[src/rtl/cache_pkg.sv]
// cache_pkg: shared geometry and types for the cache write-back path.
//   WORDS    : 32-bit words per line (one data BRAM bank per word)
//   INDEX_W  : set index width
//   TAG_W    : tag width
//   OFFSET_W : byte-offset width inside a line
//   CNT_W    : width of the word counter used during the W burst
//   LINE_W   : width of the concatenated BRAM read data
//   wb_state_e : write-back FSM states
package cache_pkg;

  localparam int WORDS    = 8;
  localparam int INDEX_W  = 7;
  localparam int TAG_W    = 20;
  localparam int OFFSET_W = $clog2(WORDS * 4);
  localparam int CNT_W    = $clog2(WORDS);
  localparam int LINE_W   = WORDS * 32;

  typedef enum logic [2:0] {
    ST_IDLE   = 3'd0,
    ST_RD     = 3'd1,
    ST_CAP    = 3'd2,
    ST_AW     = 3'd3,
    ST_W      = 3'd4,
    ST_B_WAIT = 3'd5
  } wb_state_e;

  // Line-aligned byte address of a line: byte offset is always zero.
  function automatic logic [31:0] line_addr(input logic [TAG_W-1:0]   tag,
                                            input logic [INDEX_W-1:0] index);
    return {tag, index, {OFFSET_W{1'b0}}};
  endfunction

endpackage

[src/rtl/cache_wb_unit_if.sv]
// cache_wb_unit_if: AXI-style single-ID write channel (AW, W, B) between the
// write-back unit and the memory bus arbiter.
//   master : write-back unit side (drives AW/W payload, B ready)
//   slave  : memory side (drives AW/W ready, B valid)
interface cache_wb_unit_if;

  logic        mem_aw_valid;
  logic        mem_aw_ready;
  logic [31:0] mem_aw_addr;
  logic [7:0]  mem_aw_len;
  logic        mem_w_valid;
  logic        mem_w_ready;
  logic [31:0] mem_w_data;
  logic        mem_w_last;
  logic        mem_b_valid;
  logic        mem_b_ready;

  modport master (
    output mem_aw_valid, mem_aw_addr, mem_aw_len,
    input  mem_aw_ready,
    output mem_w_valid, mem_w_data, mem_w_last,
    input  mem_w_ready,
    input  mem_b_valid,
    output mem_b_ready
  );

  modport slave (
    input  mem_aw_valid, mem_aw_addr, mem_aw_len,
    output mem_aw_ready,
    input  mem_w_valid, mem_w_data, mem_w_last,
    output mem_w_ready,
    output mem_b_valid,
    input  mem_b_ready
  );

endinterface

[src/rtl/cache_line_buf.sv]
// cache_line_buf: WORDS x 32 register file holding one evicted line.
//   clk, rst  : clock, asynchronous active-high reset (clears all words)
//   load      : capture load_data into every word in parallel
//   load_data : concatenated line, word i at [32i+31:32i]
//   sel       : word select for the read side
//   word      : selected word (combinational read)
module cache_line_buf
  import cache_pkg::*;
(
  input  logic              clk,
  input  logic              rst,
  input  logic              load,
  input  logic [LINE_W-1:0] load_data,
  input  logic [CNT_W-1:0]  sel,
  output logic [31:0]       word
);

  logic [WORDS-1:0][31:0] words;

  generate
    for (genvar gi = 0; gi < WORDS; gi++) begin : g_word
      logic [31:0] word_reg;

      always_ff @(posedge clk or posedge rst) begin
        if (rst) begin
          word_reg <= '0;
        end else if (load) begin
          word_reg <= load_data[32*gi +: 32];
        end
      end

      assign words[gi] = word_reg;
    end
  endgenerate

  assign word = words[sel];

endmodule

[src/rtl/cache_wb_unit.sv]
// cache_wb_unit: evicts one dirty line to memory.
// Reads every data bank of the victim line through BRAM port b, snapshots the
// line into a local buffer, then writes it out as a single AXI-style burst.
//   clk, rst        : clock, asynchronous active-high reset
//   wb_req_valid/ready, wb_index, wb_tag : eviction request from cache control
//   bram_rd_index   : addrb of every data bank (registered, held RD..B_WAIT)
//   bram_rd_data    : concatenated doutb of all banks, valid one cycle after RD
//   busy, busy_index, busy_tag : line currently in flight (refill hazard check)
//   mem             : AW/W/B write channel to the memory arbiter
//   wb_done         : one-cycle pulse on the B handshake
module cache_wb_unit
  import cache_pkg::*;
(
  input  logic               clk,
  input  logic               rst,
  input  logic               wb_req_valid,
  output logic               wb_req_ready,
  input  logic [INDEX_W-1:0] wb_index,
  input  logic [TAG_W-1:0]   wb_tag,
  output logic [INDEX_W-1:0] bram_rd_index,
  input  logic [LINE_W-1:0]  bram_rd_data,
  output logic               busy,
  output logic [INDEX_W-1:0] busy_index,
  output logic [TAG_W-1:0]   busy_tag,
  cache_wb_unit_if.master    mem,
  output logic               wb_done
);

  wb_state_e          state_reg, state_next;
  logic [CNT_W-1:0]   cnt_reg, cnt_next;
  logic [INDEX_W-1:0] index_reg;
  logic [TAG_W-1:0]   tag_reg;
  logic               accept;
  logic               buf_load;
  logic [31:0]        buf_word;

  assign accept = (state_reg == ST_IDLE) && wb_req_valid;

  always_ff @(posedge clk or posedge rst) begin
    if (rst) begin
      state_reg <= ST_IDLE;
      cnt_reg   <= '0;
      index_reg <= '0;
      tag_reg   <= '0;
    end else begin
      state_reg <= state_next;
      cnt_reg   <= cnt_next;
      // Index/tag only move on accept, so the BRAM address and the hazard
      // outputs stay frozen for the whole eviction.
      if (accept) begin
        index_reg <= wb_index;
        tag_reg   <= wb_tag;
      end
    end
  end

  always_comb begin
    state_next = state_reg;
    cnt_next   = cnt_reg;
    buf_load   = 1'b0;
    case (state_reg)
      ST_IDLE: begin
        if (wb_req_valid) state_next = ST_RD;
      end
      ST_RD: begin
        // BRAM samples bram_rd_index at the end of this cycle.
        state_next = ST_CAP;
      end
      ST_CAP: begin
        // doutb is valid now; snapshot so later port-a writes cannot leak in.
        buf_load   = 1'b1;
        state_next = ST_AW;
      end
      ST_AW: begin
        if (mem.mem_aw_ready) state_next = ST_W;
      end
      ST_W: begin
        if (mem.mem_w_ready) begin
          if (cnt_reg == CNT_W'(WORDS - 1)) begin
            cnt_next   = '0;
            state_next = ST_B_WAIT;
          end else begin
            cnt_next = cnt_reg + 1'b1;
          end
        end
      end
      ST_B_WAIT: begin
        if (mem.mem_b_valid) state_next = ST_IDLE;
      end
      default: begin
        state_next = ST_IDLE;
        cnt_next   = '0;
      end
    endcase
  end

  cache_line_buf u_line_buf (
    .clk       (clk),
    .rst       (rst),
    .load      (buf_load),
    .load_data (bram_rd_data),
    .sel       (cnt_reg),
    .word      (buf_word)
  );

  // All outputs decode from registered state so none depends on a ready input.
  assign wb_req_ready  = (state_reg == ST_IDLE);
  assign busy          = (state_reg != ST_IDLE);
  assign busy_index    = index_reg;
  assign busy_tag      = tag_reg;
  assign bram_rd_index = index_reg;

  assign mem.mem_aw_valid = (state_reg == ST_AW);
  assign mem.mem_aw_addr  = line_addr(tag_reg, index_reg);
  assign mem.mem_aw_len   = 8'(WORDS - 1);
  assign mem.mem_w_valid  = (state_reg == ST_W);
  assign mem.mem_w_data   = buf_word;
  assign mem.mem_w_last   = (cnt_reg == CNT_W'(WORDS - 1));
  assign mem.mem_b_ready  = (state_reg == ST_B_WAIT);

  // Pulses in the handshake cycle itself; the response code is not examined.
  assign wb_done = (state_reg == ST_B_WAIT) && mem.mem_b_valid;

endmodule

[src/flat_wrapper.sv]
// flat-port wrapper written by rule: the top's interface ports become plain ports
module cache_wb_unit_flat import cache_pkg::*;
  (clk, rst, wb_req_valid, wb_req_ready, wb_index, wb_tag, bram_rd_index, bram_rd_data, busy, busy_index, busy_tag, wb_done, mem_mem_aw_valid, mem_mem_aw_addr, mem_mem_aw_len, mem_mem_aw_ready, mem_mem_w_valid, mem_mem_w_data, mem_mem_w_last, mem_mem_w_ready, mem_mem_b_valid, mem_mem_b_ready);
  cache_wb_unit_if mem_i ();
  input  logic clk;
  input  logic rst;
  input  logic wb_req_valid;
  output logic wb_req_ready;
  input  logic [INDEX_W-1:0] wb_index;
  input  logic [TAG_W-1:0] wb_tag;
  output logic [INDEX_W-1:0] bram_rd_index;
  input  logic [LINE_W-1:0] bram_rd_data;
  output logic busy;
  output logic [INDEX_W-1:0] busy_index;
  output logic [TAG_W-1:0] busy_tag;
  output logic wb_done;
  output wire logic [$bits(mem_i.mem_aw_valid)-1:0] mem_mem_aw_valid;
  output wire logic [$bits(mem_i.mem_aw_addr)-1:0] mem_mem_aw_addr;
  output wire logic [$bits(mem_i.mem_aw_len)-1:0] mem_mem_aw_len;
  input wire logic [$bits(mem_i.mem_aw_ready)-1:0] mem_mem_aw_ready;
  output wire logic [$bits(mem_i.mem_w_valid)-1:0] mem_mem_w_valid;
  output wire logic [$bits(mem_i.mem_w_data)-1:0] mem_mem_w_data;
  output wire logic [$bits(mem_i.mem_w_last)-1:0] mem_mem_w_last;
  input wire logic [$bits(mem_i.mem_w_ready)-1:0] mem_mem_w_ready;
  input wire logic [$bits(mem_i.mem_b_valid)-1:0] mem_mem_b_valid;
  output wire logic [$bits(mem_i.mem_b_ready)-1:0] mem_mem_b_ready;
  assign mem_mem_aw_valid = mem_i.mem_aw_valid;
  assign mem_mem_aw_addr = mem_i.mem_aw_addr;
  assign mem_mem_aw_len = mem_i.mem_aw_len;
  assign mem_i.mem_aw_ready = mem_mem_aw_ready;
  assign mem_mem_w_valid = mem_i.mem_w_valid;
  assign mem_mem_w_data = mem_i.mem_w_data;
  assign mem_mem_w_last = mem_i.mem_w_last;
  assign mem_i.mem_w_ready = mem_mem_w_ready;
  assign mem_i.mem_b_valid = mem_mem_b_valid;
  assign mem_mem_b_ready = mem_i.mem_b_ready;
  cache_wb_unit u_core (.clk(clk), .rst(rst), .wb_req_valid(wb_req_valid), .wb_req_ready(wb_req_ready), .wb_index(wb_index), .wb_tag(wb_tag), .bram_rd_index(bram_rd_index), .bram_rd_data(bram_rd_data), .busy(busy), .busy_index(busy_index), .busy_tag(busy_tag), .mem(mem_i), .wb_done(wb_done));
endmodule
[config.mk]
export PLATFORM = sky130hd
export DESIGN_NAME = cache_wb_unit_flat
export DESIGN_NICKNAME = d
export VERILOG_FILES = /design/src/rtl/cache_pkg.sv /design/src/rtl/cache_wb_unit_if.sv /design/src/rtl/cache_line_buf.sv /design/src/rtl/cache_wb_unit.sv /design/src/flat_wrapper.sv
export SDC_FILE = /design/constraint.sdc
export NUM_CORES = 1
export LEC_CHECK = 0
export ABC_AREA = 1
export CAP_MARGIN = 5
export CORE_ASPECT_RATIO = 1.4
export CORE_MARGIN = 4
export CORE_UTILIZATION = 40
export CTS_CLUSTER_SIZE = 30
export DETAILED_ROUTE_END_ITERATION = 10
export DONT_BUFFER_PORTS = 1
export HOLD_SLACK_MARGIN = 0.1
export PLACE_DENSITY_LB_ADDON = 0.15
export SLEW_MARGIN = 20
export SYNTH_ARGS = -nofsm -noshare
export SYNTH_HDL_FRONTEND = slang
export SYNTH_SLANG_ARGS = --single-unit
export TNS_END_PERCENT = 1
[constraint.sdc]
create_clock -name clk -period 9.05 [get_ports clk]
set_input_delay 1.3575 -clock clk [delete_from_list [all_inputs] [get_ports clk]]
set_output_delay 1.3575 -clock clk [all_outputs]
set_load 0.005 [all_outputs]
After elaboration in Yosys (flattened, before gate mapping)
Cells that the tools add are included.
{"block": "word_totals", "input_bits": 289, "reg_bits": 289, "output_inout_bits": 113, "wordCells": 45}
{"block": "op_classes", "magnitude_cmp": 1, "n_addsub": 1, "muxes": 12, "n_reduce_logical": 7, "bitwise": 1, "eq_ne": 11}
{"op": "32-bit binary-select mux with 3-bit select", "n": 1}
{"op": "32-bit two-way mux", "n": 1}
{"op": "3-bit two-way mux", "n": 7}
{"op": "3-bit one-hot mux with 6 select lines", "n": 1}
{"op": "3-bit == test (second input constant)", "n": 3}
{"op": "3-bit by 2-bit == test with 1-bit output (second input constant)", "n": 2}
{"op": "2-bit by 1-bit != test with 1-bit output (second input constant)", "n": 3}
{"op": "3-bit one-hot mux with 2 select lines", "n": 1}
{"op": "5-bit AND reduction", "n": 1}
{"op": "5-bit OR reduction", "n": 1}
{"op": "3-bit by 4-bit less-than comparator with 1-bit output (second input constant)", "n": 1}
{"op": "2-bit != test (second input constant)", "n": 2}
{"op": "3-bit by 1-bit adder with 3-bit output (second input constant)", "n": 1}
{"op": "3-bit by 1-bit == test with 1-bit output (second input constant)", "n": 1}
{"op": "3-bit logical NOT", "n": 1}
{"op": "3-bit nonzero test", "n": 1}
{"op": "1-bit logical AND", "n": 2}
{"op": "2-bit AND reduction", "n": 1}
{"op": "1-bit two-way mux", "n": 1}
{"op": "1-bit NOT", "n": 1}

Longest topological paths before layout
{"block": "depth", "depth_word": 4, "ltp_mapped": 8, "mapped_depth_nobuf": 8}

Hierarchy
From an unflattened synthesis, not the netlist that was laid out.
{"block": "hier_totals", "hier_cells": 1905, "area_unflattened_um2": 14462.6}
{"module": "cache_line_buf", "cells_each": 1677, "instances": 1, "seq_area_each_um2": 6406.1, "area_per_inst_um2": 12448.2}
{"module": "cache_wb_unit", "cells_each": 228, "instances": 1, "seq_area_each_um2": 825.8, "area_per_inst_um2": 2014.4}

Worst setup path after synthesis
No wires, ideal clock.
{"block": "synth_timing", "path_kind": "input to output", "startpoint": "input mem_mem_b_valid", "endpoint": "output wb_done", "required_time_ps": 7693, "slack_ps": 6194, "t_arrival_ps": 1499, "stages": 2, "path_buffers": 0, "path_cell_list": "inv_1 nor2_1"}
{"block": "synth_via", "elab_chain_cells": 1}
{"element": "from (decl)", "line": "flat_wrapper.sv:25", "source": "input wire logic [$bits(mem_i.mem_b_valid)-1:0] mem_mem_b_valid;"}
{"element": "1-bit logical AND", "line": "cache_wb_unit.sv:122", "source": "assign wb_done = (state_reg == ST_B_WAIT) && mem.mem_b_valid;"}
{"element": "to (decl)", "line": "flat_wrapper.sv:16", "source": "output logic wb_done;"}
Every way passes these cells.

Worst setup path after layout
{"block": "layout_timing", "startpoint": "register u_core.cnt_reg[0]", "endpoint": "output mem_mem_w_data[5]"}
{"block": "layout_via", "elab_chain_cells": 2}
{"element": "from (decl)", "line": "cache_wb_unit.sv:30", "source": "logic [CNT_W-1:0] cnt_reg, cnt_next;"}
{"element": "from (signal assigned)", "line": "cache_wb_unit.sv:47", "source": "cnt_reg <= cnt_next;"}
{"element": "32-bit binary-select mux with 3-bit select", "line": "cache_line_buf.sv:36", "source": "assign word = words[sel];"}
{"element": "32-bit two-way mux (implied by the code)", "line": "cache_line_buf.sv:36"}
{"element": "to (decl)", "line": "flat_wrapper.sv:22", "source": "output wire logic [$bits(mem_i.mem_w_data)-1:0] mem_mem_w_data;"}
Every way passes these cells. The select of a mux whose other input is x is not followed.

==> results by group <==
Synth
  – Post-synth ARST share: 100%
  – Commonest cells in the synthesized netlist: 771 x nand2_1, 289 x dfrtp_1, 110 x o21ai_0
  – Count leader, synth: nand2_1
  – Library cells used by synthesis: 26
  – Synth warn: 0
  – Synthesized area: about 14000 um2
  – Number of flops mapped to enable cells by yosys: 0
  – Sequential-to-total area share from yosys stat: 52.8%
  – FF+latch count, synth: around 290
  – Synth area leader: dfrtp_1
  – Ranking of synthesized cells by area: dfrtp_1 53%, nand2_1 21%, o21ai_0 4.0%, buf_4 4.0%, o21ai_1 3.1%
  – Top cell type's share of synthesized area: 52.8%
  – Syn avg cell area: 7.80 um2
  – Gate Count Post-Synth: roughly 1.8k
  – Post-synth top flop: dfrtp_1

Critical path
  – Crit Path Class: flip-flop to output pin
  – Critical path's top delay family: flip-flops
  – Crit start category: flip-flop
  – CP max FO: approximately 110
  – Reg-to-reg setup timing slack: 5.81 ns
  – Worst R2R Start: u_core.cnt_reg[0]$_DFFE_PP0P_
  – Crit path capture type: output pin
  – Critical Path, Cell by Cell: buf_4, a21oi_1, o21ai_0, nand2_1, o21a_1
  – Reg2Reg Depth: 8
  – Worst endpoint required time: just under 8 ns
  – Slowest stage cell on the critical path: dfrtp_4
  – CP peak stage delay: roughly 1.0 ns
  – RR Endpoint: u_core.cnt_reg[0]$_DFFE_PP0P_
  – Buf/Inv on CP: 1
  – Arr. time, crit path: roughly 3.4 ns

Global route
  – GRT Residual Overflow: 0
  – Gr usage total: a little under a quarter
  – Initial antenna violation count: 0
  – Vias in the first global route: roughly 11k
  – First-pass GRT wire length: 64.0 mm
  – Largest net degree at the start of global routing: 241

Clock tree
  – CTS tree: done
  – Clock buffer depth: 3
  – CTS buffer count: 30
  – Post-CTS Resized: 0
  – Post-CTS Setup Bufs: 0
  – Worst-path clk slew: roughly 0.060 ns
  – Clk sinks: a little under 300
  – Htree depth: 1
  – Clock latency on the worst-skew pair: 0.56 ns
  – Root Driver: clkbuf_16
  – Hold_buf cts: 0

Layout
  – Share of cells above drive strength 1: 4.31%
  – ANT cells: 0
  – Synthesis-to-finish area growth: 5.88%
  – Final net count: around 1.9k
  – Max reg flops: 256
  – Final core utilization: a little over two fifths

Min path
  – Min-delay src: u_core.u_line_buf.g_word[6].word_reg[28]$_DFFE_PP0N_
  – Hold Path Stages: 2
  – Worst Hold Class: flip-flop to flip-flop
  – Worst Hold Path EP: u_core.u_line_buf.g_word[6].word_reg[28]$_DFFE_PP0N_

Timing
  – Max-slew violation count: 0
  – Fin crit share: around 52%
  – Max Freq: 0.212 GHz
  – Clk_skew: ~0.0087 ns
  – RSZ-0062 raised after global routing: false
  – Final Hold Fails: 0
  – Relative slew margins: about 31%
  – Least-Margin Pin Slew: 1.03 ns
  – Fin Setup TNS: 0 ns
  – Final number of setup-violating endpoints: 0
  – Min cycle time layout: 4.71 ns

Floorplan
  – Die width: approximately 160 um
  – Die area: between 30000 and 40000 um2
  – Row count: around 80
  – Core area: 33500 um2
  – Top Ports: about 400
  – Initial core utilization: 40.9%
  – Die height: ~230 um

Routing
  – Iteration-0 DRC Markers: about 630
  – Drt drc: 0
  – Routed via count: 10.8k
  – Iteration count of the initial detailed-routing pass: 5
  – Mean number of vias per cell: between 5 and 6
  – Routed wire length per instance: slightly above 20 um
  – WL final: about 44 mm
  – Antenna viol nets, final: 0

Run
  – Max-Cap Viols: 0

Pwr
  – Peak supply drop: 241 uV
  – Pwr dens: 403 nW/um2
  – Leakage Power: approximately 7.3 nW

Run status
  – Outcome: completed

Placed design
  – Detailed-placement wirelength estimate: 30.8 mm
  – IO buf count: 0
  – Routability Congestion: just over 0.8
## tightest hold or removal path: cells and delay by family (launching register included)
family	cells	cell delay [ns]
and+or+nand+nor	2	0.09
DFF	1	0.34
## cells by family after synthesis
| family | share of synthesized area, % |
|---|---|
| AND/OR/NAND/NOR | 25.8 |
| AO/OA/AOI/OAI | 11.7 |
| flip-flops | 52.8 |
| buffers and inverters | 9.50 |
| adder cells (fa/ha/maj) | 0.183 |
| other | 0.0548 |
## final cells by class
type                    instances  area [um2]
clock buffers                  47         946
clock inverters                 9         126
fillers                      3435       19000
inverters                      87         338
multi-input cells            1231        5220
flip-flops and latches        289        7240
well taps                     445         557
repair buffers                  8        85.1
## layout by cell type (no fill, tap or decap), types with 6 or more instances in the layout
| master | n |
|---|---|
| nand2_1 | 771 |
| o21ai_0 | 110 |
| clkbuf_8 | 11 |
| o21a_1 | 19 |
| conb_1 | 13 |
| o22ai_1 | 14 |
| clkbuf_16 | 31 |
| inv_1 | 79 |
| buf_4 | 6 |
| o211ai_1 | 19 |
| nand3_1 | 57 |
| dfrtp_1 | 287 |
| a21oi_1 | 52 |
| nor2_1 | 85 |
| o21ai_1 | 84 |
## worst max path at each step
stage	from	end	slack, ns	depth (start not counted)
after floorplan	rst	u_core.bram_rd_index[0]$_DFFE_PP0P_	3.86	1
after global placement	u_core.cnt_reg[0]$_DFFE_PP0P_	mem_mem_w_data[11]	4.74	4
after detailed placement	u_core.cnt_reg[1]$_DFFE_PP0P_	mem_mem_w_data[2]	4.92	6
after CTS	u_core.cnt_reg[1]$_DFFE_PP0P_	mem_mem_w_data[11]	4.30	6
after global routing	u_core.cnt_reg[0]$_DFFE_PP0P_	mem_mem_w_data[7]	4.13	5
final	u_core.cnt_reg[0]$_DFFE_PP0P_	mem_mem_w_data[5]	4.34	5
## power by group
group / switching [mW] / internal (mW)
registers: 0.483 / 1.93
clock network: 0.521 / 0.800
logic: 1.44 / 0.668
## routing by layer
layer  track usage (%)  routed length, um  share of wire [%]
met3              5.89               3510                8.0
met1              23.7              15100                 35
met4              9.05               1740                4.0
met5                 0                  0                  0
met2              42.7              23300                 53
## stage by stage
| step | std cells | power, mW | hold slack, ns | instance area, um2 | setup WS (ns) |
|---|---|---|---|---|---|
| after floorplan | 1767 | 3.97 | 0.437 | 13700 | 3.86 |
| after global placement | 2060 | 4.56 | 0.448 | 13400 | 4.74 |
| after detailed placement | 2060 | 4.61 | 0.453 | 13400 | 4.92 |
| after CTS | 2116 | 5.96 | 0.469 | 14500 | 4.30 |
| after global routing | 2116 | 6.35 | 0.482 | 14500 | 4.13 |
| final | 2116 | 5.85 | 0.465 | 14500 | 4.34 |
Power figures use the tool's default switching activity.
